### src/rtl/ser8_tx_if.sv
// ser8_tx_if: valid/ready byte handshake between a byte source and the serializer.
interface ser8_tx_if;
   logic [7:0] data;
   logic       valid;
   logic       ready;
   modport master (output data, output valid, input ready);
   modport slave  (input data, input valid, output ready);
endinterface

### src/rtl/ser8_tx.sv
// ser8_tx: soft 8:1 SDR serializer with word clock, frame marker and one-entry holding buffer.
module ser8_tx #(
   parameter bit         MSB_FIRST = 1'b0,
   parameter logic [7:0] IDLE_WORD = 8'h00
) (
   input  logic     clk_i,
   input  logic     rst_i,
   ser8_tx_if.slave src_if,
   input  logic     bitslip_i,
   output logic     ser_o,
   output logic     frame_o,
   output logic     pclk_o,
   output logic     busy_o,
   output logic     underrun_o
);
   logic [2:0] cnt_q, cnt_d;
   logic [7:0] sh_q, sh_d, buf_q, buf_d, sh_next;
   logic       full_q, full_d, rdy_q, rdy_d, busy_q, busy_d, und_q, und_d;
   logic       bnd, acc;
   always_comb begin
      bnd     = (cnt_q == 3'd7) && !bitslip_i;
      acc     = src_if.valid && !full_q;
      sh_next = MSB_FIRST ? {sh_q[6:0], 1'b0} : {1'b0, sh_q[7:1]};
      cnt_d   = bitslip_i ? cnt_q : cnt_q + 3'd1;
      // boundary load priority: buffered word, then bypass, then idle
      sh_d    = bnd ? (full_q ? buf_q : acc ? src_if.data : IDLE_WORD) : bitslip_i ? sh_q : sh_next;
      busy_d  = bnd ? (full_q || acc) : busy_q;
      und_d   = bnd && !full_q && !acc && busy_q;
      full_d  = bnd ? 1'b0 : (full_q || acc);
      buf_d   = (acc && !bnd) ? src_if.data : buf_q;
      rdy_d   = !full_d;
   end
   always_ff @(posedge clk_i or posedge rst_i) begin
      if (rst_i) begin
         cnt_q  <= 3'd0;
         sh_q   <= IDLE_WORD;
         buf_q  <= 8'h00;
         full_q <= 1'b0;
         rdy_q  <= 1'b1;
         busy_q <= 1'b0;
         und_q  <= 1'b0;
      end else begin
         cnt_q  <= cnt_d;
         sh_q   <= sh_d;
         buf_q  <= buf_d;
         full_q <= full_d;
         rdy_q  <= rdy_d;
         busy_q <= busy_d;
         und_q  <= und_d;
      end
   end
   assign src_if.ready = rdy_q;
   assign ser_o        = MSB_FIRST ? sh_q[7] : sh_q[0];
   assign frame_o      = (cnt_q == 3'd0);
   assign pclk_o       = !cnt_q[2];
   assign busy_o       = busy_q;
   assign underrun_o   = und_q;
endmodule
### src/flat_wrapper.sv
// flat-port wrapper written by rule: the top's interface ports become plain ports
module ser8_tx_flat 
#(
   parameter bit         MSB_FIRST = 1'b0,
   parameter logic [7:0] IDLE_WORD = 8'h00
)
  (clk_i, rst_i, bitslip_i, ser_o, frame_o, pclk_o, busy_o, underrun_o, src_if_data, src_if_valid, src_if_ready);
  ser8_tx_if src_if_i ();
  input  logic clk_i;
  input  logic rst_i;
  input  logic bitslip_i;
  output logic ser_o;
  output logic frame_o;
  output logic pclk_o;
  output logic busy_o;
  output logic underrun_o;
  input wire logic [$bits(src_if_i.data)-1:0] src_if_data;
  input wire logic [$bits(src_if_i.valid)-1:0] src_if_valid;
  output wire logic [$bits(src_if_i.ready)-1:0] src_if_ready;
  assign src_if_i.data = src_if_data;
  assign src_if_i.valid = src_if_valid;
  assign src_if_ready = src_if_i.ready;
  ser8_tx #(.MSB_FIRST(MSB_FIRST), .IDLE_WORD(IDLE_WORD)) u_core (.clk_i(clk_i), .rst_i(rst_i), .src_if(src_if_i), .bitslip_i(bitslip_i), .ser_o(ser_o), .frame_o(frame_o), .pclk_o(pclk_o), .busy_o(busy_o), .underrun_o(underrun_o));
endmodule
### config.mk
export PLATFORM = sky130hd
export DESIGN_NAME = ser8_tx_flat
export DESIGN_NICKNAME = d
export VERILOG_FILES = /design/src/rtl/ser8_tx_if.sv /design/src/rtl/ser8_tx.sv /design/src/flat_wrapper.sv
export SDC_FILE = /design/constraint.sdc
export NUM_CORES = 1
export LEC_CHECK = 0
export ABC_AREA = 1
export CORE_UTILIZATION = 57
export CTS_CLUSTER_DIAMETER = 80
export CTS_CLUSTER_SIZE = 28
export DETAILED_ROUTE_END_ITERATION = 12
export GPL_TIMING_DRIVEN = 0
export PLACE_DENSITY_LB_ADDON = 0.2
export SYNTH_ARGS = -nofsm -noshare
export SYNTH_HDL_FRONTEND = slang
export SYNTH_SLANG_ARGS = --single-unit
### constraint.sdc
create_clock -name clk_i -period 2.7 [get_ports clk_i]
set_clock_uncertainty 0.15 [all_clocks]
set_input_delay 0.27 -clock clk_i [delete_from_list [all_inputs] [get_ports clk_i]]
set_output_delay 0.27 -clock clk_i [all_outputs]
set_load 0.03 [all_outputs]
==> results.tsv <==
stage	metric	value	unit
drt	Vias	997	
clocking	H-tree lvl count	1	
drt	Met2 Wirelength	1148	um
setup_path	WP data required	2280	ps
global_route	initial antenna violation count	0	
drt	M1 WL	1005	um
drt	DR vias/cell	5.087	
min_path	Hold Crit Depth	2	
final_layout	NumNets Final	185	
sta	Slew Viols, Final	0	
clocking	CTS resizes	0	
synthesis	post-synthesis sequential area ratio	47.19	%
floorplanning	Core Area	0.001982	mm^2
setup_path	CP max FO	3	
synthesis	number of synthesis warnings	0	
clocking	Post-CTS Setup Bufs	0	
min_path	HP Class	primary input to flop	
setup_path	crit path cell chain	inv_1 > ha_1 > inv_1 > nor2_1 > clkdlybuf4s50_1	
drt	average wire per standard cell	11.58	um
synthesis	dominant cell type by area after synthesis	dfrtp_1	
synthesis	main area contributors after synthesis	dfrtp_1, nand2_1, nand3_1	
sta	unrepaired setup endpoints after global routing	no	
clocking	TritonCTS clock tree	done	
synthesis	Commonest cells post-synth	nand2_1, nand3_1, dfrtp_1	
drt	metal3 WL	71	um
floorplanning	die area	0.002334	mm^2
sta	Slew HR	43.15	%
min_path	Hold Path End	u_core.cnt_q[0]$_DFFE_PP0N_	
global_route	vias in the first global route	971	
global_route	Total GRT Usage	22.44	%
clocking	CTS Sinks	23	
drt	drc violations	0	
global_route	largest net degree at the start of global routing	24	
power_and_ir_drop	total power draw	1.260	mW
final_layout	Ant. Diodes	0	
drt	1st-pass router iterations	4	
setup_path	stages on the worst setup path	5	
sta	Peak Freq	0.4577	GHz
clocking	Reg clk slew, reported paths	120	ps
clocking	CTS root buffer	clkbuf_4	
setup_path	Crit path top cell by count	inv_1	
job	number of max-cap violations	0	
setup_path	kind of critical path	flop to output port	
setup_path	r2r setup slk	1160	ps
synthesis	Syn Area/Cell	8.149	um^2
synthesis	fraction of registers with async set/reset	100.0	%
floorplanning	Row Count	16	
sta	actual slew at the worst max-slew pin	851.8	ps
setup_path	CP peak stage delay	680	ps
setup_path	CP bufs+invs	3	
sta	Tcrit/Tclk final	80.92	%
setup_path	Worst setup EP type	output port	
floorplanning	Die Wd	48.31	um
synthesis	synthesized flop and latch total	23	
drt	top sig layer	met4	
drt	Post-Route WL	2269	um
synthesis	syn nets	165	
setup_path	Critical R2R Capture	u_core.buf_q[0]$_DFFE_PP0P_	
outcome	status	complete, no violations	
clocking	TritonCTS buffer count	3	
synthesis	most common cell in the netlist	nand2_1	
setup_path	critical path's slowest cell	clkdlybuf4s50_1	
global_route	GRT overflow	0	
power_and_ir_drop	Pwr Density	879.3	mW/mm^2
placement	IO buf count	15	
power_and_ir_drop	peak supply drop	0.0005149	V
placement	hpwl dp	1666	um
final_layout	synth-to-layout area growth	17.20	%
drt	DRT antenna net count	0	
floorplanning	Die Y	48.31	um
synthesis	top cell type's share of synthesized area	45.04	%
sta	Final setup viols	0	
floorplanning	Initial Util	61.68	%
sta	Final Hold Vio Count	0	
clocking	CTS max path bufs	2	
floorplanning	I/O pin count	18	
power_and_ir_drop	Static Leak	0.7831	nW
synthesis	ys flop type	dfrtp_1	
placement	Final GP Congestion	0.7650	
synthesis	Post-synth EDFFs	0	
setup_path	reg2reg start	u_core.cnt_q[0]$_DFFE_PP0N_	
drt	Detailed Route Iter0 Violations	15	
synthesis	synthesized area	0.001222	mm^2
setup_path	Worst setup SP type	flop	
final_layout	share of post-route cells with drive strength above 1	10.65	%
clocking	Clock Latency Late Sink	320	ps
min_path	Hold Startpoint	bitslip_i	
setup_path	crit path DAT	1760	ps
setup_path	Worst Reg-to-Reg Cells	6	
synthesis	Cell variety after synth	21	
setup_path	cell family with most CP delay	buffers and inverters	
sta	TNS Setup	0	ps
global_route	global-route wire length before repair	4043	um
sta	Final min period	2185	ps
clocking	hold_buf cts	0	
synthesis	number of cells produced by synthesis	150	
## routing by layer
layer	vias to the layer above	GRT usage [%]
li1	499	-
met1	471	27.42
met2	22	39.44
met3	5	2.830
met4	0	10.29
met5	-	0
## logic make-up after synthesis
| family | after synthesis | synth area share [%] |
|---|---|---|
| compound gates | 3 | 1.228 |
| xor+xnor | 1 | 0.7166 |
| fa+ha+maj | 3 | 3.071 |
| buf+inv | 24 | 11.67 |
| flops | 23 | 47.19 |
| simple gates | 96 | 36.13 |
## cell type report
| class | count | area, um^2 |
|---|---|---|
| Fill cell | 144 | 549.3 |
| Sequential cell | 23 | 576.8 |
| Clock buffer | 4 | 26.28 |
| Inverter | 19 | 81.33 |
| Buffer | 5 | 61.31 |
| Multi-Input combinational cell | 103 | 503.0 |
| Timing Repair Buffer | 15 | 150.1 |
| Tap cell | 27 | 33.78 |
## stage by stage
| stage | std cells | setup slack (ps) | hold slack [ps] | instance area (um^2) | utilization [%] |
|---|---|---|---|---|---|
| final | 196 | 515.3 | 36.35 | 1433 | 72.29 |
| after floorplan | 150 | 1279 | 121.2 | 1222 | - |
| after detailed placement | 192 | 888.9 | 310.0 | 1406 | 70.96 |
| after CTS | 196 | 520.4 | 32.22 | 1433 | 72.29 |
| after global placement | 192 | 933.3 | 304.5 | 1406 | 70.96 |
| after global routing | 196 | 442.8 | 40.54 | 1433 | 72.29 |
## worst max-delay path by stage
stage / from / endpoint / slack [ps]
CTS: u_core.cnt_q[0]$_DFFE_PP0N_ / frame_o / 520
global placement: u_core.cnt_q[0]$_DFFE_PP0N_ / frame_o / 930
detailed placement: u_core.cnt_q[0]$_DFFE_PP0N_ / frame_o / 890
floorplan: u_core.cnt_q[0]$_DFFE_PP0N_ / frame_o / 1280
global route: u_core.cnt_q[0]$_DFFE_PP0N_ / frame_o / 440
finish: u_core.cnt_q[0]$_DFFE_PP0N_ / frame_o / 520
## layout by cell type (no fill, tap or decap)
master	count
clkinv_1	1
buf_12	1
o21ai_1	1
buf_4	1
buf_6	3
nand2_4	1
inv_1	13
ha_1	3
dfrtp_1	22
nor2_8	1
nor3_4	1
nand2_1	68
nand2_8	1
clkdlybuf4s50_1	15
inv_8	1
nand3_1	23
nor2_1	1
xnor2_1	1
inv_2	3
dfstp_2	1
inv_4	1
clkbuf_1	1
clkbuf_4	3
o21ai_0	2
## power by group
group / internal [mW] / switching, mW / leakage, nW / total, mW
Sequential: 0.480 / 0.0755 / 0.291 / 0.555
Clock: 0.0579 / 0.104 / 0.0150 / 0.162
Combinational: 0.220 / 0.323 / 0.477 / 0.543
## worst register-to-register path, cell delays in order, from the launching register on
cell	delay [ps]
dfrtp_1	430
ha_1	220
ha_1	270
nand2_8	130
buf_12	130
nand3_1	80
nand2_1	90
## registers in the layout, indices dropped and copies added (netlist names)
| signal | count |
|---|---|
| u_core.src_if.ready | 1 |
| u_core.buf_q | 8 |
| u_core.busy_o | 1 |
| u_core.underrun_o | 1 |
| u_core.cnt_q | 3 |
| u_core.sh_q | 8 |
| u_core.full_q | 1 |
No activity file was read; power rests on OpenSTA's default activity.
